[src/rtl/imm_pkg.sv]
`default_nettype none
// ============================================================================
//  Module   : imm_pkg
//  Brief    : Opcode constants, immediate format enum and stage payload type
//             shared by the immediate-generation pipeline.
//  Revision : 1.0
// ============================================================================
package imm_pkg;

    localparam logic [6:0] OPC_LOAD   = 7'b0000011;
    localparam logic [6:0] OPC_OP_IMM = 7'b0010011;
    localparam logic [6:0] OPC_AUIPC  = 7'b0010111;
    localparam logic [6:0] OPC_STORE  = 7'b0100011;
    localparam logic [6:0] OPC_LUI    = 7'b0110111;
    localparam logic [6:0] OPC_BRANCH = 7'b1100011;
    localparam logic [6:0] OPC_JALR   = 7'b1100111;
    localparam logic [6:0] OPC_JAL    = 7'b1101111;
    localparam logic [6:0] OPC_SYSTEM = 7'b1110011;

    typedef enum logic [2:0] {
        FMT_NONE    = 3'd0,
        FMT_I       = 3'd1,
        FMT_I_SHAMT = 3'd2,
        FMT_S       = 3'd3,
        FMT_B       = 3'd4,
        FMT_U       = 3'd5,
        FMT_J       = 3'd6,
        FMT_CSR     = 3'd7
    } imm_fmt_t;

    // The XLEN-wide immediate travels beside this struct, since a package
    // type cannot follow the pipeline's width parameter.
    typedef struct packed {
        imm_fmt_t fmt;
        logic     illegal;
    } imm_stage_t;

endpackage
`default_nettype wire

[src/rtl/imm_decode.sv]
`default_nettype none
// ============================================================================
//  Module   : imm_decode
//  Brief    : Combinational RV immediate decoder, XLEN-parametrised.
//  Revision : 1.0
// ============================================================================
module imm_decode
    import imm_pkg::*;
#(
    parameter int XLEN = 32
) (
    input  logic [31:0]     inst_i,
    output logic [XLEN-1:0] imm_o,
    output imm_fmt_t        fmt_o,
    output logic            illegal_o
);

    logic [6:0]  opcode;
    logic [2:0]  funct3;
    logic [31:0] imm32;

    assign opcode = inst_i[6:0];
    assign funct3 = inst_i[14:12];

    // Every format is built as a 32-bit value whose bit 31 is the wanted
    // extension bit, so a single signed cast widens it to XLEN.
    always_comb begin
        imm32     = '0;
        fmt_o     = FMT_NONE;
        illegal_o = 1'b0;
        case (opcode)
            OPC_OP_IMM: begin
                if (funct3 == 3'b001 || funct3 == 3'b101) begin
                    fmt_o = FMT_I_SHAMT;
                    if (XLEN == 32) begin
                        imm32     = {27'd0, inst_i[24:20]};
                        illegal_o = inst_i[25];
                    end else begin
                        imm32 = {26'd0, inst_i[25:20]};
                    end
                end else begin
                    fmt_o = FMT_I;
                    imm32 = {{20{inst_i[31]}}, inst_i[31:20]};
                end
            end
            OPC_LOAD, OPC_JALR: begin
                fmt_o = FMT_I;
                imm32 = {{20{inst_i[31]}}, inst_i[31:20]};
            end
            OPC_STORE: begin
                fmt_o = FMT_S;
                imm32 = {{20{inst_i[31]}}, inst_i[31:25], inst_i[11:7]};
            end
            OPC_BRANCH: begin
                fmt_o = FMT_B;
                imm32 = {{19{inst_i[31]}}, inst_i[31], inst_i[7],
                         inst_i[30:25], inst_i[11:8], 1'b0};
            end
            OPC_LUI, OPC_AUIPC: begin
                fmt_o = FMT_U;
                imm32 = {inst_i[31:12], 12'd0};
            end
            OPC_JAL: begin
                fmt_o = FMT_J;
                imm32 = {{11{inst_i[31]}}, inst_i[31], inst_i[19:12],
                         inst_i[20], inst_i[30:21], 1'b0};
            end
            OPC_SYSTEM: begin
                if (funct3[2]) begin
                    fmt_o = FMT_CSR;
                    imm32 = {27'd0, inst_i[19:15]};
                end
            end
            default: begin
                illegal_o = 1'b1;
            end
        endcase
    end

    assign imm_o = XLEN'($signed(imm32));

endmodule
`default_nettype wire

[src/rtl/immgen_pipe.sv]
`default_nettype none
// ============================================================================
//  Module   : immgen_pipe
//  Brief    : Valid/ready pipeline (1 or 2 stages) around the immediate decoder.
//  Revision : 1.0
// ============================================================================
module immgen_pipe
    import imm_pkg::*;
#(
    parameter int XLEN    = 32,
    parameter int LATENCY = 1
) (
    input  logic            clk,
    input  logic            rst_n,
    input  logic            flush,
    input  logic            in_valid,
    output logic            in_ready,
    input  logic [31:0]     in_inst,
    output logic            out_valid,
    input  logic            out_ready,
    output logic [XLEN-1:0] out_imm,
    output imm_fmt_t        out_fmt,
    output logic            out_illegal
);

    if (!(XLEN == 32 || XLEN == 64)) begin : g_bad_xlen
        $error("immgen_pipe: XLEN must be 32 or 64");
    end
    if (!(LATENCY == 1 || LATENCY == 2)) begin : g_bad_latency
        $error("immgen_pipe: LATENCY must be 1 or 2");
    end

    logic [XLEN-1:0] dec_imm;
    imm_fmt_t        dec_fmt;
    logic            dec_illegal;
    imm_stage_t      dec_meta;

    imm_decode #(
        .XLEN      (XLEN)
    ) u_decode (
        .inst_i    (in_inst),
        .imm_o     (dec_imm),
        .fmt_o     (dec_fmt),
        .illegal_o (dec_illegal)
    );

    assign dec_meta = '{fmt: dec_fmt, illegal: dec_illegal};

    logic            s1_valid_q;
    logic            s1_valid_d;
    logic [XLEN-1:0] s1_imm_q;
    imm_stage_t      s1_meta_q;
    logic            s1_adv;
    logic            accept;

    logic            last_valid;
    logic [XLEN-1:0] last_imm;
    imm_stage_t      last_meta;

    assign in_ready = rst_n && !flush && (!s1_valid_q || s1_adv);
    assign accept   = in_valid && in_ready;

    always_comb begin
        s1_valid_d = s1_valid_q;
        if (flush) begin
            s1_valid_d = 1'b0;
        end else if (accept) begin
            s1_valid_d = 1'b1;
        end else if (s1_adv) begin
            s1_valid_d = 1'b0;
        end
    end

    always_ff @(posedge clk or negedge rst_n) begin
        if (!rst_n) begin
            s1_valid_q <= 1'b0;
        end else begin
            s1_valid_q <= s1_valid_d;
        end
    end

    // Payload registers carry no reset: only valid bits are squashed.
    always_ff @(posedge clk) begin
        if (accept) begin
            s1_imm_q  <= dec_imm;
            s1_meta_q <= dec_meta;
        end
    end

    if (LATENCY == 2) begin : g_two_stage
        logic            s2_valid_q;
        logic            s2_valid_d;
        logic [XLEN-1:0] s2_imm_q;
        imm_stage_t      s2_meta_q;
        logic            s2_adv;

        assign s2_adv = !s2_valid_q || out_ready;
        assign s1_adv = s2_adv;

        always_comb begin
            s2_valid_d = s2_valid_q;
            if (flush) begin
                s2_valid_d = 1'b0;
            end else if (s2_adv) begin
                s2_valid_d = s1_valid_q;
            end
        end

        always_ff @(posedge clk or negedge rst_n) begin
            if (!rst_n) begin
                s2_valid_q <= 1'b0;
            end else begin
                s2_valid_q <= s2_valid_d;
            end
        end

        always_ff @(posedge clk) begin
            if (s1_valid_q && s2_adv && !flush) begin
                s2_imm_q  <= s1_imm_q;
                s2_meta_q <= s1_meta_q;
            end
        end

        assign last_valid = s2_valid_q;
        assign last_imm   = s2_imm_q;
        assign last_meta  = s2_meta_q;
    end else begin : g_one_stage
        assign s1_adv     = out_ready;
        assign last_valid = s1_valid_q;
        assign last_imm   = s1_imm_q;
        assign last_meta  = s1_meta_q;
    end

    // Data fields are forced to neutral values while reset is held.
    assign out_valid   = last_valid;
    assign out_imm     = rst_n ? last_imm : '0;
    assign out_fmt     = rst_n ? last_meta.fmt : FMT_NONE;
    assign out_illegal = rst_n && last_meta.illegal;

endmodule
`default_nettype wire

[config.mk]
export PLATFORM = sky130hd
export DESIGN_NAME = immgen_pipe
export DESIGN_NICKNAME = d
export VERILOG_FILES = /design/src/rtl/imm_pkg.sv /design/src/rtl/imm_decode.sv /design/src/rtl/immgen_pipe.sv
export SDC_FILE = /design/constraint.sdc
export NUM_CORES = 1
export LEC_CHECK = 0
export BUFFER_PORTS_ARGS = -buffer_cell sky130_fd_sc_hd__buf_2
export CAP_MARGIN = 30
export CORE_ASPECT_RATIO = 1.2
export CORE_MARGIN = 2
export CORE_UTILIZATION = 53
export CTS_CLUSTER_DIAMETER = 100
export CTS_CLUSTER_SIZE = 12
export DETAILED_ROUTE_END_ITERATION = 6
export PLACE_DENSITY = 0.95
export REMOVE_ABC_BUFFERS = 1
export SLEW_MARGIN = 30
export SYNTH_ARGS = -nofsm -noshare
export SYNTH_HDL_FRONTEND = slang
export SYNTH_HIERARCHICAL = 1
export SYNTH_SLANG_ARGS = --single-unit
[constraint.sdc]
create_clock -name clk -period 3.4 [get_ports clk]
set_input_delay 0.34 -clock clk [delete_from_list [all_inputs] [get_ports clk]]
set_output_delay 0.34 -clock clk [all_outputs]
set_load 0.01 [all_outputs]
* After elaboration in Yosys (flattened, before gate mapping)
Index checks and enable logic that the tools add are counted. W data, S select, Z words.
Storage, ports and cells: word-level logic and storage cells 40, memories 0, bits in latches 0, ROM bits 0, output and inout bits 38, register bits 37, memory bits (writable) 0, input bits 37
Cells by class: $mul 0, $add $sub $neg 0, mux-type cells 13, equality and inequality tests 11, bitwise logic cells 0, div/mod/pow operators 0, reductions and logical operators 12, shifts and indexed selects 0, $lt $le $gt $ge 0
Operators by type and width (number):
- $pmux W32 S7 | 1
- $mux W32 | 2
- $eq A7 B7 Y1 const B | 4
- $pmux W3 S7 | 1
- $eq A7 B5 Y1 const B | 2
- $eq A7 B6 Y1 const B | 2
- $reduce_or A8 Y1 | 1
- $eq A7 B2 Y1 const B | 1
- $mux W3 | 2
- $mux W5 | 1
- $logic_and A1 B1 Y1 | 4
- $mux W1 | 4
- $reduce_or A2 Y1 | 2
- $eq A3 B1 Y1 const B | 1
- $eq A3 B3 Y1 const B | 1
- $reduce_bool A3 Y1 | 1
- $logic_not A1 Y1 | 2
- $logic_or A1 B1 Y1 | 2
- $mux W2 | 1
- $pmux W1 S2 | 1

* Longest topological paths before layout
depth after elaboration 6, mapped depth 6, gate-level depth less buffers 4

* Hierarchy
Netlist, hierarchy kept.
Modules (own cells, without submodules):
- immgen_pipe | cells an instance 82, seq. area each 1106.1 um^2, times used 1, area each 1397.6 um^2
- imm_decode | cells an instance 97, seq. area each 0.0 um^2, times used 1, area each 664.4 um^2

* Worst setup path after synthesis
Ideal clock, no wire load.
path kind flip-flop to flip-flop, start register s1_valid_q, in the netlist out_valid, end register s1_imm_q[0], in the netlist last_imm[0], enable pin, cell stages (with the launch flop) 3, slack 1523 ps, data required time 3003 ps, arrival time 1480 ps, clock period less this slack 1877 ps, setup time 397 ps, buffers on the path 0, path through dfrtp_1 -> nand2b_1 -> and4b_1
On the way: word-level cells in the longest chain between the ends 4
Ends and longest elaborated chain:
- from (decl) | line immgen_pipe.sv:49 | logic s1_valid_q;
- from (signal assigned) | line immgen_pipe.sv:78 | s1_valid_q <= s1_valid_d;
- $logic_not A1 Y1 | line immgen_pipe.sv:60 | assign in_ready = rst_n && !flush && (!s1_valid_q || s1_adv);
- $logic_or A1 B1 Y1 | line immgen_pipe.sv:60
- $logic_and A1 B1 Y1 | line immgen_pipe.sv:60
- $logic_and A1 B1 Y1 | line immgen_pipe.sv:61 | assign accept = in_valid && in_ready;
- via accept | line immgen_pipe.sv:54 | logic accept;
- to (signal assigned) | line immgen_pipe.sv:85 | s1_imm_q <= dec_imm;
- to (decl) | line immgen_pipe.sv:51 | logic [XLEN-1:0] s1_imm_q;
The timed path passes the listed nets, and every way through them passes these cells. A chain may end at the register's enable or synchronous reset.

* Final worst setup path
start input port in_inst[4], end register s1_imm_q[19], in the netlist last_imm[19] (data pin)
On the way: word-level cells in the longest chain between the ends 3, elaborated cells on any way between the ends 12, classes of those cells eq/ne (9); mux (1); reduce/logical (2)
Ends and longest elaborated chain:
- from (decl) | line immgen_pipe.sv:18 | input logic [31:0] in_inst,
- $eq A7 B6 Y1, or another cell as far along | line imm_decode.sv:31 | case (opcode)
- $reduce_or A2 Y1 | line imm_decode.sv:31
- $pmux W32 S7 * | line imm_decode.sv:31
- via dec_imm[19] | line immgen_pipe.sv:33 | logic [XLEN-1:0] dec_imm;
Mark *: on every way through the listed nets, which the timed path passes. The rest lies on a longest branch.

==> results by group <==
Route
  • Routed via count: 1575
  • DR vias/cell: around 5.2
  • Drt first pass iters: 4
  • DR DRC count: 0
  • Detailed Route WL: between 4000 and 5000 um
  • Initial DRC Count: 53
  • DR WL/cell: between 10 and 15 um
  • ANT nets after route: 0

CTS
  • Longest Clk Path Bufs: 2
  • H-tree Lvls: 2
  • Cts hold-fix bufs: 0
  • Post-CTS setup buffers: 0
  • Clk pin slew, worst setup/hold paths: around 0.07 ns
  • TritonCTS Buffers: 5
  • Clk sinks: 37
  • Post-CTS resize count: 0
  • Clock latency on the worst-skew pair: between 0.2 and 0.3 ns
  • Root Buffer: clkbuf_8
  • CTS tree: yes

Placement
  • Final GP Congestion: ~0.86
  • DP HPWL: about 3100 um
  • IO Port Bufs: 74

Worst hold path
  • HP Class: in2async

Die
  • Die H: between 70 and 80 um
  • I/O pins: 75
  • # rows: 24
  • Die ar.: ~0.0044 sq mm
  • Core Area: approximately 0.0037 sq mm
  • Initial Util: roughly 56%
  • Die width: between 60 and 70 um

Timing
  • Min Clock Period, post-route: about 1.8 ns
  • Final worst clock skew: 0.006904 ns
  • Max Transition Viols Final: 0
  • Least-Margin Pin Slew: between 0.6 and 0.7 ns
  • Setup TNS: 0 ns
  • RSZ-0062 raised after global routing: false
  • Hold Slack: approximately 0.019 ns
  • Final hold vios: 0
  • Max frequency: around 0.57 GHz
  • Post-route clock period utilization: between 50% and 60%
  • Final setup fails: 0
  • Rel. slew slack: roughly 56%

Global route
  • GR Util All Layers: 19.95%
  • Grt ovf: 0
  • Vias in the first global route: 1412
  • First-pass GRT wire length: roughly 6500 um
  • Initial antenna violation count: 0
  • Pin count of the biggest net entering global routing: 41

Setup path
  • Crit Path Max Fanout: 13
  • Critical path depth: 5
  • Critical path launch point type: primary input
  • CP endpoint kind: flop
  • CP Buf/Inv Count: 1
  • Worst path cell trace: buf_2 -> nor3b_1 -> and3_1 -> o21bai_1 -> a21o_1
  • Worst r2r path cells: 3
  • Crit path largest cell delay: approximately 0.52 ns
  • CP top delay family: simple AND/OR/NAND/NOR gates
  • Slowest cell on the critical path: and3_1
  • Critical path class: in2reg
  • CP required: between 3 and 4 ns
  • Reg2reg setup slack: approximately 1.9 ns
  • CP Data Arrival Time: between 1.5 and 2 ns

Layout
  • Final Net Count: 287
  • Layout cells sized above 1: between 30 and 40%
  • Area Growth Syn to Fin: 22.33%
  • Ant. Diodes: 0
  • Area of the multi-input gates: slightly below 900 sq um
  • Storage cell area: between 0.001 and 0.0015 sq mm
  • Fillers: about 310

Synth
  • Sequential share of the synthesized area: between 50% and 60%
  • Top cell type's share of synthesized area: between 50 and 60%
  • Synth warn: 6
  • Synth Instances: approximately 180
  • Register bit total from synthesis: 37
  • Synth cell types: 39
  • Mapped Area: between 0.002 and 0.0025 sq mm
  • Ranking of synthesized cells by area: edfxtp_1 (52%), and2_1 (13%), a21o_1 (8.7%), buf_6 (2.2%), a22o_1 (1.7%)
  • Synthesized area per cell: around 12 sq um
  • Synth area leader: edfxtp_1

Power
  • Static leakage: 1.203 nW
  • PD cells: between 300 and 400 mW/mm^2
  • Worst vdd ir: approximately 260 uV

Status
  • Status: finished, final reports clean

Job
  • Max-cap violations: 0
-- where the power goes --
| part | leakage, nW | internal (W) | total (W) | switching (W) |
|---|---|---|---|---|
| Combinational | 0.849 | 0.0000591 | 0.000134 | 0.0000750 |
| Clock | 0.0455 | 0.000165 | 0.000303 | 0.000138 |
| Sequential | 0.309 | 0.000516 | 0.000519 | 0.00000323 |
| Total | 1.20 | 0.000740 | 0.000956 | 0.000216 |
-- Yosys cell counts --
cell	count
nor3_1	3
nor2b_1	1
or2_1	1
o21a_1	1
nand2b_1	3
dfrtp_1	1
a22o_1	4
nor4_4	1
and4b_1	1
clkbuf_1	4
a21boi_0	1
mux2i_1	1
o21ai_0	4
nor2_1	6
or4_4	1
a211oi_1	1
inv_1	2
nand3_1	2
and2_1	44
o31ai_1	1
buf_2	2
and3b_1	2
a211o_1	1
clkbuf_2	2
o311ai_0	1
nand2_1	9
nand4b_1	3
o21bai_1	1
and3_1	1
buf_6	4
nor3b_1	1
a21o_1	24
a21oi_1	3
or3_1	1
o2bb2ai_1	1
o32ai_4	1
nand3b_1	2
edfxtp_1	36
a22oi_1	1
-- state kept, by name (all words and copies together) (netlist names) --
signal / count
last_meta: 4
last_imm: 32
out_valid: 1
-- kinds of logic after synthesis --
kind of cell | count (synthesis) | synth area share, %
compound gates | 45 | 16.93
buf+inv | 14 | 4.247
flops | 37 | 53.64
mux | 1 | 0.4855
simple gates | 82 | 24.70
-- placed cells by master (no fill, tap or decap), types with 2 or more instances in the layout --
cell type  Yosys  layout
buf_2          2      74
clkbuf_8       0       6
and2_1        44      44
nand2b_1       3       3
nor2_1         6       6
buf_4          0       2
a21o_1        24      24
nand3_1        2       2
o21ai_0        4       4
clkbuf_1       4       2
nand3b_1       2       2
a22o_1         4       4
nand4b_1       3       3
edfxtp_1      36      36
inv_1          2       2
nand2_1        9       9
a21oi_1        3       3
and3b_1        2       2
nor3_1         3       3
-- metrics by stage --
| stage | setup slack (ns) | std cells | area, sq um | utilization (%) | power [W] |
|---|---|---|---|---|---|
| after floorplan | 1.523 | 167 | 1982 | - | 0.0005932 |
| after global placement | 1.508 | 295 | 2432 | 65.85 | 0.0006603 |
| after detailed placement | 1.387 | 295 | 2432 | 65.85 | 0.0006640 |
| after CTS | 1.666 | 303 | 2522 | 68.29 | 0.0009652 |
| after global routing | 1.497 | 303 | 2522 | 68.29 | 0.0009984 |
| final | 1.644 | 303 | 2522 | 68.29 | 0.0009560 |
-- metal layers --
layer / track usage (%) / vias to the layer above / part of all wire [%]
met1: 25.50 / 718 / 42
met5: 0 / - / 0
met3: 4.100 / 4 / 6.1
met2: 33.09 / 66 / 51
li1: - / 787 / -
met4: 7.246 / 0 / 1.0
-- final timing paths --
path,from,endpoint
min in group clk,flush,out_valid
worst min-delay path,rst_n,out_valid
worst min register to register,out_valid,out_valid
worst max register to register,out_valid,last_imm[4]
max in group asynchronous,rst_n,out_valid
worst max-delay path,in_inst[4],last_imm[19]
-- final cells by class --
type	count	share of cell area [%]
clock buffer	8	3.571
inverter	2	0.2976
multi-input combinational	128	34.42
sequential	37	43.85
tap	52	2.579
timing repair buffer	76	15.28
(Power assumes the default switching activity.)
